File: src/rtl/alu_pkg.sv
// Shared opcode encodings, issuer state encoding and default datapath width
// for the accumulating ALU command path.
package alu_pkg;

   localparam int W_DEF = 16;

   localparam logic [3:0] OP_NOOP  = 4'b0000;
   localparam logic [3:0] OP_ADD   = 4'b0001;
   localparam logic [3:0] OP_SUB   = 4'b0010;
   localparam logic [3:0] OP_MULT  = 4'b0011;
   localparam logic [3:0] OP_DIV   = 4'b0100;
   localparam logic [3:0] OP_AND   = 4'b0101;
   localparam logic [3:0] OP_OR    = 4'b0110;
   localparam logic [3:0] OP_XOR   = 4'b0111;
   localparam logic [3:0] OP_NOT   = 4'b1000;
   localparam logic [3:0] OP_RESET = 4'b1111;

   typedef enum logic [1:0] {
      ST_IDLE   = 2'd0,
      ST_ISSUE  = 2'd1,
      ST_CLR    = 2'd2,
      ST_SETTLE = 2'd3
   } issuer_state_e;

   // Opcodes the ALU executes; DIV is deliberately absent and rejected locally.
   function automatic logic is_alu_op(input logic [3:0] op);
      return op inside {OP_ADD, OP_SUB, OP_MULT, OP_AND, OP_OR, OP_XOR, OP_NOT};
   endfunction

endpackage

File: src/rtl/alu_cmd_issuer_if.sv
// Command (producer side) and result (consumer side) valid/ready bundle
// of the ALU command issuer.
interface alu_cmd_issuer_if
   import alu_pkg::*;
#(
   parameter int W = W_DEF
);
   logic         cmd_valid;
   logic         cmd_ready;
   logic [3:0]   cmd_opcode;
   logic [W-1:0] cmd_a;
   logic [W-1:0] cmd_b;
   logic         res_valid;
   logic         res_ready;
   logic [W-1:0] res_data;
   logic         res_err;

   modport master (
      output cmd_valid, cmd_opcode, cmd_a, cmd_b, res_ready,
      input  cmd_ready, res_valid, res_data, res_err
   );

   modport slave (
      input  cmd_valid, cmd_opcode, cmd_a, cmd_b, res_ready,
      output cmd_ready, res_valid, res_data, res_err
   );
endinterface

File: src/rtl/alu_cmd_fifo.sv
// Synchronous FIFO with registered count/full/empty flags; push is ignored
// when full and pop when empty.
module alu_cmd_fifo #(
   parameter int WIDTH = 36,
   parameter int DEPTH = 4
) (
   input  logic                       clk,
   input  logic                       clear_n,
   input  logic                       push,
   input  logic [WIDTH-1:0]           din,
   input  logic                       pop,
   output logic [WIDTH-1:0]           dout,
   output logic [$clog2(DEPTH+1)-1:0] count,
   output logic                       full,
   output logic                       empty
);
   localparam int AW = $clog2(DEPTH);
   localparam int CW = $clog2(DEPTH+1);

   logic [WIDTH-1:0] mem_q [DEPTH];
   logic [AW-1:0]    wr_ptr_q, wr_ptr_d;
   logic [AW-1:0]    rd_ptr_q, rd_ptr_d;
   logic [CW-1:0]    count_q, count_d;
   logic             full_q, full_d;
   logic             empty_q, empty_d;
   logic             do_push, do_pop;

   assign do_push = push & ~full_q;
   assign do_pop  = pop & ~empty_q;

   // Pointers wrap naturally because DEPTH is a power of two.
   always_comb begin
      wr_ptr_d = wr_ptr_q + AW'(do_push);
      rd_ptr_d = rd_ptr_q + AW'(do_pop);
      count_d  = count_q;
      case ({do_push, do_pop})
         2'b10:   count_d = count_q + CW'(1);
         2'b01:   count_d = count_q - CW'(1);
         default: count_d = count_q;
      endcase
      full_d  = (count_d == CW'(DEPTH));
      empty_d = (count_d == '0);
   end

   always_ff @(posedge clk or negedge clear_n) begin
      if (!clear_n) begin
         wr_ptr_q <= '0;
         rd_ptr_q <= '0;
         count_q  <= '0;
         full_q   <= 1'b0;
         empty_q  <= 1'b1;
      end else begin
         wr_ptr_q <= wr_ptr_d;
         rd_ptr_q <= rd_ptr_d;
         count_q  <= count_d;
         full_q   <= full_d;
         empty_q  <= empty_d;
      end
   end

   always_ff @(posedge clk) begin
      if (do_push) mem_q[wr_ptr_q] <= din;
   end

   assign dout  = mem_q[rd_ptr_q];
   assign count = count_q;
   assign full  = full_q;
   assign empty = empty_q;
endmodule

File: src/rtl/alu_cmd_issuer.sv
// Buffers commands, issues them one at a time to the ALU, sequences ALU clear
// for RESET and returns each result (or a local rejection) through one slot.
module alu_cmd_issuer
   import alu_pkg::*;
#(
   parameter int W     = W_DEF,
   parameter int DEPTH = 4
) (
   input  logic                       clk,
   input  logic                       clear_n,
   alu_cmd_issuer_if.slave            bus,
   output logic                       alu_clear,
   output logic [3:0]                 alu_opcode,
   output logic [W-1:0]               alu_input1,
   output logic [W-1:0]               alu_input2,
   input  logic [W-1:0]               alu_out,
   output logic                       chain_active,
   output logic [$clog2(DEPTH+1)-1:0] fifo_count
);
   localparam int FW = 4 + 2*W;

   issuer_state_e state_q, state_d;
   logic          alu_clear_q, alu_clear_d;
   logic [3:0]    alu_opcode_q, alu_opcode_d;
   logic [W-1:0]  alu_in1_q, alu_in1_d;
   logic [W-1:0]  alu_in2_q, alu_in2_d;
   logic          res_valid_q, res_valid_d;
   logic [W-1:0]  res_data_q, res_data_d;
   logic          res_err_q, res_err_d;
   logic          chain_q, chain_d;

   logic          pop, fifo_full, fifo_empty, slot_free;
   logic [FW-1:0] head;
   logic [3:0]    head_op;
   logic [W-1:0]  head_a, head_b;

   alu_cmd_fifo #(.WIDTH(FW), .DEPTH(DEPTH)) u_fifo (
      .clk     (clk),
      .clear_n (clear_n),
      .push    (bus.cmd_valid),
      .din     ({bus.cmd_opcode, bus.cmd_a, bus.cmd_b}),
      .pop     (pop),
      .dout    (head),
      .count   (fifo_count),
      .full    (fifo_full),
      .empty   (fifo_empty)
   );

   assign {head_op, head_a, head_b} = head;
   assign slot_free = ~res_valid_q | bus.res_ready;

   always_comb begin
      state_d      = state_q;
      alu_clear_d  = 1'b0;
      alu_opcode_d = OP_NOOP;
      alu_in1_d    = alu_in1_q;
      alu_in2_d    = alu_in2_q;
      res_valid_d  = res_valid_q & ~bus.res_ready;
      res_data_d   = res_data_q;
      res_err_d    = res_err_q;
      chain_d      = chain_q;
      pop          = 1'b0;
      case (state_q)
         ST_IDLE: begin
            if (!fifo_empty && slot_free) begin
               pop = 1'b1;
               if (is_alu_op(head_op)) begin
                  state_d      = ST_ISSUE;
                  alu_opcode_d = head_op;
                  alu_in1_d    = head_a;
                  alu_in2_d    = head_b;
               end else if (head_op == OP_RESET) begin
                  state_d      = ST_CLR;
                  alu_clear_d  = 1'b1;
                  alu_opcode_d = OP_RESET;
               end else if (head_op != OP_NOOP) begin
                  res_valid_d = 1'b1;
                  res_err_d   = 1'b1;
                  res_data_d  = '0;
               end
            end
         end
         // The slot is guaranteed empty here: it was free when this command popped.
         ST_ISSUE: begin
            state_d     = ST_IDLE;
            res_valid_d = 1'b1;
            res_err_d   = 1'b0;
            res_data_d  = alu_out;
            chain_d     = 1'b1;
         end
         ST_CLR: begin
            state_d = ST_SETTLE;
            chain_d = 1'b0;
         end
         ST_SETTLE: state_d = ST_IDLE;
         default:   state_d = ST_IDLE;
      endcase
   end

   always_ff @(posedge clk or negedge clear_n) begin
      if (!clear_n) begin
         state_q      <= ST_CLR;
         alu_clear_q  <= 1'b1;
         alu_opcode_q <= OP_NOOP;
         alu_in1_q    <= '0;
         alu_in2_q    <= '0;
         res_valid_q  <= 1'b0;
         res_data_q   <= '0;
         res_err_q    <= 1'b0;
         chain_q      <= 1'b0;
      end else begin
         state_q      <= state_d;
         alu_clear_q  <= alu_clear_d;
         alu_opcode_q <= alu_opcode_d;
         alu_in1_q    <= alu_in1_d;
         alu_in2_q    <= alu_in2_d;
         res_valid_q  <= res_valid_d;
         res_data_q   <= res_data_d;
         res_err_q    <= res_err_d;
         chain_q      <= chain_d;
      end
   end

   assign bus.cmd_ready = ~fifo_full;
   assign bus.res_valid = res_valid_q;
   assign bus.res_data  = res_data_q;
   assign bus.res_err   = res_err_q;
   assign alu_clear     = alu_clear_q;
   assign alu_opcode    = alu_opcode_q;
   assign alu_input1    = alu_in1_q;
   assign alu_input2    = alu_in2_q;
   assign chain_active  = chain_q;
endmodule
File: src/flat_wrapper.sv
// flat-port wrapper written by rule: the top's interface ports become plain ports
module alu_cmd_issuer_flat import alu_pkg::*;
#(
   parameter int W     = W_DEF,
   parameter int DEPTH = 4
)
  (clk, clear_n, alu_clear, alu_opcode, alu_input1, alu_input2, alu_out, chain_active, fifo_count, bus_cmd_valid, bus_cmd_opcode, bus_cmd_a, bus_cmd_b, bus_res_ready, bus_cmd_ready, bus_res_valid, bus_res_data, bus_res_err);
  alu_cmd_issuer_if #(.W(W)) bus_i ();
  input  logic clk;
  input  logic clear_n;
  output logic alu_clear;
  output logic [3:0] alu_opcode;
  output logic [W-1:0] alu_input1;
  output logic [W-1:0] alu_input2;
  input  logic [W-1:0] alu_out;
  output logic chain_active;
  output logic [$clog2(DEPTH+1)-1:0] fifo_count;
  input wire logic [$bits(bus_i.cmd_valid)-1:0] bus_cmd_valid;
  input wire logic [$bits(bus_i.cmd_opcode)-1:0] bus_cmd_opcode;
  input wire logic [$bits(bus_i.cmd_a)-1:0] bus_cmd_a;
  input wire logic [$bits(bus_i.cmd_b)-1:0] bus_cmd_b;
  input wire logic [$bits(bus_i.res_ready)-1:0] bus_res_ready;
  output wire logic [$bits(bus_i.cmd_ready)-1:0] bus_cmd_ready;
  output wire logic [$bits(bus_i.res_valid)-1:0] bus_res_valid;
  output wire logic [$bits(bus_i.res_data)-1:0] bus_res_data;
  output wire logic [$bits(bus_i.res_err)-1:0] bus_res_err;
  assign bus_i.cmd_valid = bus_cmd_valid;
  assign bus_i.cmd_opcode = bus_cmd_opcode;
  assign bus_i.cmd_a = bus_cmd_a;
  assign bus_i.cmd_b = bus_cmd_b;
  assign bus_i.res_ready = bus_res_ready;
  assign bus_cmd_ready = bus_i.cmd_ready;
  assign bus_res_valid = bus_i.res_valid;
  assign bus_res_data = bus_i.res_data;
  assign bus_res_err = bus_i.res_err;
  alu_cmd_issuer #(.W(W), .DEPTH(DEPTH)) u_core (.clk(clk), .clear_n(clear_n), .bus(bus_i), .alu_clear(alu_clear), .alu_opcode(alu_opcode), .alu_input1(alu_input1), .alu_input2(alu_input2), .alu_out(alu_out), .chain_active(chain_active), .fifo_count(fifo_count));
endmodule
File: config.mk
export PLATFORM = sky130hd
export DESIGN_NAME = alu_cmd_issuer_flat
export DESIGN_NICKNAME = d
export VERILOG_FILES = /design/src/rtl/alu_pkg.sv /design/src/rtl/alu_cmd_issuer_if.sv /design/src/rtl/alu_cmd_fifo.sv /design/src/rtl/alu_cmd_issuer.sv /design/src/flat_wrapper.sv
export SDC_FILE = /design/constraint.sdc
export NUM_CORES = 1
export LEC_CHECK = 0
export CAP_MARGIN = 0
export CORE_MARGIN = 10
export CORE_UTILIZATION = 54
export DETAILED_ROUTE_END_ITERATION = 6
export PLACE_DENSITY = 0.88
export SYNTH_ARGS = -nofsm -noshare
export SYNTH_HDL_FRONTEND = slang
export SYNTH_SLANG_ARGS = --single-unit
File: constraint.sdc
create_clock -name clk -period 4.25 [get_ports clk]
set_input_delay 0.425 -clock clk [delete_from_list [all_inputs] [get_ports clk]]
set_output_delay 0.425 -clock clk [all_outputs]
set_load 0.005 [all_outputs]
==> results.md, run 1 <==
- Final ANT Viol Nets: 0
- Hold_buf cts: 0
- Sequential cell area: 0.006007 mm^2
- Met3 wire length: 1128 um
- Area of the multi-input gates: 0.001773 mm^2
- Tmin final: 3.066 ns
- First-pass GRT wire length: 25,470 um
- Slew @ Worst Pin: 1.200 ns
- Die H: 141.8 um
- Post_cts resized: 0
- Worst clock skew: 0.01090 ns
- Adder-cell share of the synthesized area: 0.01313
- Yosys top cell by area: edfxtp_1
- Post-synth top cells: edfxtp_1 (144), dfrtp_1 (64), inv_1 (42), mux4_2 (36), mux2_2 (24)
- Die ar.: 0.02009 mm^2
- Post-layout nets: 603
- Largest net degree at the start of global routing: 68
- Drt wl/cell: 22.09 um
- Crit-path slowest cell: a41oi_2
- Pleak: 3.694 nW
- Overall power: 0.007296 W
- Area Growth Syn to Fin: 25.95%
- Core Rows: 44
- Max incr delay on CP: 0.75 ns
- CP max FO: 34
- Area contributors post-synth: edfxtp_1 (54%), dfrtp_1 (20%), mux4_2 (10%)
- Clock latency on the worst-skew pair: 0.48 ns
- Tot GR Track Use: 0.1603
- Mapped Area: 0.008005 mm^2
- DR DRC count: 0
- PD cells: 723.7 mW/mm^2
- Design Area, Final: 0.01008 mm^2
- Final Hold Viols: 0
- Largest family of logic cells by synthesized area: multiplexers
- # clock sinks: 211
- Met2 wire length: 8500 um
- Critical path launch point type: flop
- Tcrit/Tclk final: 0.7214
- H-tree depth: 1
- Crit Path Category: flop to flop
- Xor and xnor fraction of the mapped netlist area: 0.005470
- Final WL: 16,320 um
- Unique masters post-synth: 42
- Reg clk slew, reported paths: 0.06 ns
- Syn_nets: 472
- RSZ-0062 raised after global routing: no
- Setup TNS: 0 ns
- DP HPWL: 10,590 um
- Die span in x: 141.8 um
- Clock buffer count from CTS: 21
- Worst min path class: input port to asynchronous set/reset pin
- Via count: 4,139
- Ys Warns: 0
- Post-synthesis compound-gate area fraction: 0.03314
- Met1 Wirelength: 6357 um
- Max Cap Violations: 0
- Setup violations, final: 0
- Pre-Repair DR Iteration Count: 4
- Status: complete, no violations
- Post-DP Area: 0.009398 mm^2
- CORE AREA: 0.01453 mm^2
- Most common cell in the synthesized netlist: edfxtp_1
- CTS tree: done
- Worst vdd ir: 0.4448 mV
- Syn Inst Count: 409
- RePlAce Congestion: 0.7805
- Post-synthesis mux area share: 0.1488
- Worst path cell trace: buf_4 > mux4_2 > o21bai_1 > a41oi_2 > o32ai_1
- Fill count: 906
- Relative slew slack: 0.1981
- Initial antenna violation count: 0
- Synthesized flop and latch total: 211
- CTS root buffer: clkbuf_16
- Dominant synthesized flop cell: edfxtp_1
- Starting Density: 0.5508
- Clk buf depth: 3
- Max-slew violations: 0
- Post-synth top area share: 0.5402
- Share of post-route cells with drive strength above 1: 0.2004
- Vias in the first global route: 4,572
- Register area share after synthesis: 0.7501
- Ports: 116
- Hold WS: 0.06954 ns
- CP arrival: 3.38 ns
- Async set or reset register ratio after synthesis: 0.3175
- Post-synth EDFFs: 144
- Highest metal used: met4
- CP Capture Type: flop
- IO Port Bufs: 115
- Setup Buffers After CTS: 0
- Fmax: 0.3262 GHz
- Simple-gate share of the synthesized area: 0.01860
- Vias per Instance: 5.601
- Avg Cell Area, Syn: 19.57 um^2
- Worst EP required: 4.57 ns
- DR iter-0 viols: 215
- Overflow after GRT: 0
[worst max-delay path, delay by kind of cell, from the launching register on]
kind | cells | cell delay [ns]
muxes | 1 | 0.66
AOI/OAI and AO/OA | 3 | 1.24
DFF | 1 | 0.42
buffers and inverters | 1 | 0.58
[cells by family (layout without fill, tap and decap cells)]
logic type               after synthesis  after routing
AND/OR/NAND/NOR                       29             29
multiplexers                          70             70
XOR/XNOR                               5              5
adder cells (fa/ha/maj)                8              8
buffers and inverters                 57            202
AO/OA/AOI/OAI                         29             29
flip-flops                           211            211
other                                  0              1
[state kept, by name (all words and copies together) (netlist names)]
signal / count
u_core.alu_clear: 1
u_core.alu_input1: 16
u_core.alu_input2: 16
u_core.alu_opcode: 4
u_core.bus.res_data: 16
u_core.bus.res_err: 1
u_core.bus.res_valid: 1
u_core.chain_active: 1
u_core.state_q: 2
u_core.u_fifo.count: 3
u_core.u_fifo.empty: 1
u_core.u_fifo.full: 1
u_core.u_fifo.mem_q: 144
u_core.u_fifo.rd_ptr_q: 2
u_core.u_fifo.wr_ptr_q: 2
[cells in the final DEF, fill, tap and decap left out, drive strengths merged, types with 6 or more instances in the layout]
master           n
inv             42
ha               6
clkbuf          31
nor2             9
mux2            32
nand2            6
edfxtp         144
buf              8
mux4            36
clkdlybuf4s50  114
dfrtp           64
o32ai           16
[metrics by stage]
step	utilization	setup WS, ns	instances
floorplan	-	0.5532	409
global placement	0.6466	1.269	701
detailed placement	0.6466	1.159	701
CTS	0.6935	1.137	738
global route	0.6935	0.9722	738
finish	0.6937	1.184	739
[cell type report]
type / count / share of cell area
Tap cell: 184 / 0.02283
Clock buffer: 31 / 0.05982
Inverter: 43 / 0.01601
Antenna cell: 1 / 0.0002482
Multi-Input combinational cell: 141 / 0.1758
Clock inverter: 6 / 0.007818
Sequential cell: 211 / 0.5958
Timing Repair Buffer: 122 / 0.1216
[final timing paths]
check | startpoint | endpoint | slack (ns) | depth (start not counted)
worst max-delay path | u_core.u_fifo.rd_ptr_q[0]$_DFF_PN0_ | u_core.bus.res_data[1]$_DFFE_PN0P_ | 1.18 | 5
worst min register to register | u_core.alu_input2[12]$_DFFE_PN0P_ | u_core.alu_input2[12]$_DFFE_PN0P_ | 0.49 | 1
max in group asynchronous | clear_n | u_core.u_fifo.rd_ptr_q[0]$_DFF_PN0_ | 3.55 | 1
worst max register to register | u_core.u_fifo.rd_ptr_q[0]$_DFF_PN0_ | u_core.bus.res_data[1]$_DFFE_PN0P_ | 1.18 | 5
worst min-delay path | clear_n | u_core.bus.res_data[14]$_DFFE_PN0P_ | 0.07 | 1
min in group clk | u_core.alu_input2[12]$_DFFE_PN0P_ | u_core.alu_input2[12]$_DFFE_PN0P_ | 0.49 | 1
[routing by layer]
layer,track usage,up-vias
li1,-,1841
met1,0.1895,2137
met2,0.2843,132
met3,0.04306,29
met4,0.03819,0
met5,0,-
[report_power, final]
part	switching [W]	total (W)	internal, W	leakage (nW)
Clock	0.000711	0.00181	0.00110	0.336
Combinational	0.00111	0.00242	0.00131	1.23
Sequential	0.000264	0.00307	0.00281	2.13
Total	0.00208	0.00730	0.00521	3.69
Note: power is estimated with default switching activity, not from simulation.
==> inputs of run 2 (changes only) <==
Settings changed: CORE_UTILIZATION 54 to 49, PLACE_DENSITY 0.88 to 0.85.
Clock period 4.25 ns to 2.75 ns, I/O delays scaled along.
==> run 2 against run 1 <==
  * Sequential share of layout area decreased by 0.95 points
  * Setup slack worse by 1.0 ns
  * Global-route usage down 1.4 points
  * Design area up 1.6%
  * Largest power group unchanged
==> results.md, run 2 (synthesis results as in run 1) <==
- Die H: 147.8 um (was 141.8 um)
- Pre-Repair DR Iteration Count: 5 (was 4)
- Commonest non-fill, non-tap cell in the layout: edfxtp_1 (unchanged)
- Reg clk slew, reported paths: 0.06 ns (about the same)
- Die span in x: 147.8 um (was 141.8 um)
- Clock latency on the worst-skew pair: 0.49 ns (was 0.48 ns)
- RePlAce Congestion: 0.8764 (was 0.7805)
- Reg-to-reg setup timing slack: 0.15 ns (was 1.18 ns)
- Worst vdd ir: 0.7216 mV (was 0.4448 mV)
- Fmax: 0.3845 GHz (was 0.3262 GHz)
- IO Port Bufs: 115 (unchanged)
- Final ANT Viol Nets: 0 (unchanged)
- Pleak: 3.751 nW (was 3.694 nW)
- Die ar.: 0.02185 mm^2 (was 0.02009 mm^2)
- Final WL: 15,900 um (was 16,320 um)
- Final Hold Viols: 0 (unchanged)
- Largest net degree at the start of global routing: 68 (unchanged)
- Worst setup endpoint: u_core.alu_input2[1]$_DFFE_PN0P_ (was u_core.bus.res_data[1]$_DFFE_PN0P_)
- CTS root buffer: clkbuf_16 (unchanged)
- Post-place setup slack: 0.01779 ns (was 1.159 ns)
- Clock buffer count from CTS: 21 (unchanged)
- RSZ-0062 raised after global routing: no (unchanged)
- Initial antenna violation count: 1 (was 0)
- Max-slew violations: 0 (unchanged)
- H-tree depth: 1 (unchanged)
- CP max FO: 24 (was 34)
- Setup Buffers After CTS: 0 (unchanged)
- Tcrit/Tclk final: 0.9456 (was 0.7214)
- Met2 usage: 0.2450 (was 0.2843)
- Critical path launch point type: flop (unchanged)
- Setup violations, final: 0 (unchanged)
- Commonest cells after routing, fill and taps aside: edfxtp_1 (144), clkdlybuf4s50_1 (114), dfrtp_1 (62) (unchanged)
- Worst min path class: input port to flop (was input port to asynchronous set/reset pin)
- Clk buf depth: 3 (unchanged)
- Max Cap Violations: 0 (unchanged)
- Critical Path Source: u_core.u_fifo.rd_ptr_q[0]$_DFF_PN0_ (unchanged)
- Largest Register: u_core.u_fifo.mem_q (unchanged)
- Worst R2R Path Depth: 5 (unchanged)
- Area Growth Syn to Fin: 27.98% (was 25.95%)
- Met1 usage in global routing: 0.1796 (was 0.1895)
- Crit Path Category: flop to flop (unchanged)
- PD cells: 1098 mW/mm^2 (was 723.7 mW/mm^2)
- Overall power: 0.01125 W (was 0.007296 W)
- Vias in the first global route: 4,650 (was 4,572)
- Tmin final: 2.600 ns (was 3.066 ns)
- RR Startpoint: u_core.u_fifo.rd_ptr_q[0]$_DFF_PN0_ (unchanged)
- Number of flip-flops under the largest register name: 144 (unchanged)
- Slew @ Worst Pin: 0.8844 ns (was 1.200 ns)
- # clock sinks: 211 (unchanged)
- Drt wl/cell: 20.26 um (was 22.09 um)
- CP arrival: 2.97 ns (was 3.38 ns)
- Worst EP required: 3.12 ns (was 4.57 ns)
- Final core utilization: 0.6426 (was 0.6937)
- Share of post-route cells with drive strength above 1: 0.2113 (was 0.2004)
- Overflow after GRT: 0 (unchanged)
- Via count: 4,162 (was 4,139)
- Status: complete, no violations (unchanged)
- Worst clock skew: 0.006943 ns (was 0.01090 ns)
- CTS tree: done (unchanged)
- Relative slew slack: 0.4104 (was 0.1981)
- Hold WS: 0.3587 ns (was 0.06954 ns)
- DP HPWL: 10,710 um (was 10,590 um)
- Final worst setup slack: 0.1495 ns (was 1.184 ns)
- Worst r2r dst: u_core.alu_input2[1]$_DFFE_PN0P_ (was u_core.bus.res_data[1]$_DFFE_PN0P_)
- CORE AREA: 0.01594 mm^2 (was 0.01453 mm^2)
- Post-layout nets: 616 (was 603)
- Core Rows: 46 (was 44)
- Ports: 116 (unchanged)
- Starting Density: 0.5021 (was 0.5508)
- DR DRC count: 0 (unchanged)
- Setup TNS: 0 ns (unchanged)
- Tot GR Track Use: 0.1461 (was 0.1603)
- CP Capture Type: flop (unchanged)
- DR iter-0 viols: 240 (was 215)
- M3 GR Usage: 0.04182 (was 0.04306)
- Vias per Instance: 5.302 (was 5.601)
- First-pass GRT wire length: 25,450 um (was 25,470 um)
- Busiest grt layer: met2 (unchanged)
run 2: cell types whose count changed in the layout (fill, tap and decap cells not counted), moves of 2 or more:
| cell | delta |
|---|---|
| clkbuf_8 | -2 |
| clkbuf_1 | -2 |
| buf_12 | +3 |
| clkinv_1 | +7 |
| buf_4 | +9 |
| clkinv_2 | -2 |
run 2: worst max-delay path, stage by stage (launching register included):
cell and delay [ns]:
dfrtp_2 0.46, mux4_2 0.61, or4b_4 0.57, a21boi_4 0.24
buf_12 0.22, mux2_2 0.36
run 2: power breakdown:
group,total (W),leakage (nW),internal (W),switching [W]
logic,0.00389,1.31,0.00215,0.00174
registers,0.00471,2.13,0.00433,0.000384
clock network,0.00265,0.313,0.00155,0.00110
total,0.0113,3.75,0.00802,0.00323
run 2: worst min-delay path by stage:
stage,startpoint,end,slack [ns],depth (start not counted)
after floorplan,clear_n,u_core.alu_input1[0]$_DFFE_PN0P_,-0.02,0
final,alu_out[1],u_core.bus.res_data[1]$_DFFE_PN0P_,0.36,3
after global routing,alu_out[1],u_core.bus.res_data[1]$_DFFE_PN0P_,0.36,3
after detailed placement,clear_n,u_core.alu_input2[10]$_DFFE_PN0P_,0.46,1
after global placement,clear_n,u_core.alu_input2[10]$_DFFE_PN0P_,0.45,1
after CTS,alu_out[1],u_core.bus.res_data[1]$_DFFE_PN0P_,0.34,3
run 2: area by class of cell:
type                    instances  area (um^2)
flip-flops and latches        211         6007
clock buffers                  27        568.0
fillers                      1087         5698
repair buffers                135         1364
inverters                      43        161.4
multi-input cells             141         1798
well taps                     216        270.3
diodes                          1        2.502
clock inverters                11        73.82
run 2: metrics by stage:
| step | area, um^2 | cells |
|---|---|---|
| 6_report | 10240 | 785 |
| 5_1_grt | 10240 | 785 |
| 4_1_cts | 10230 | 784 |
| 3_5_place_dp | 9578 | 745 |
| 3_3_place_gp | 9578 | 745 |
| 2_1_floorplan | 8015 | 409 |
run 2: layer usage:
metal	up-vias	wire, um
met3	32	1099
met5	-	0
li1	1878	-
met2	133	7891
met1	2119	6488
met4	0	425
run 2: what timing repair did:
| item | CTS | global route |
|---|---|---|
| hold buffers | 1 | 0 |
| setup endpoints to repair | 0 | 17 |
| endpoints found under the hold margin | 64 | 0 |
| resized for setup | 0 | 2 |
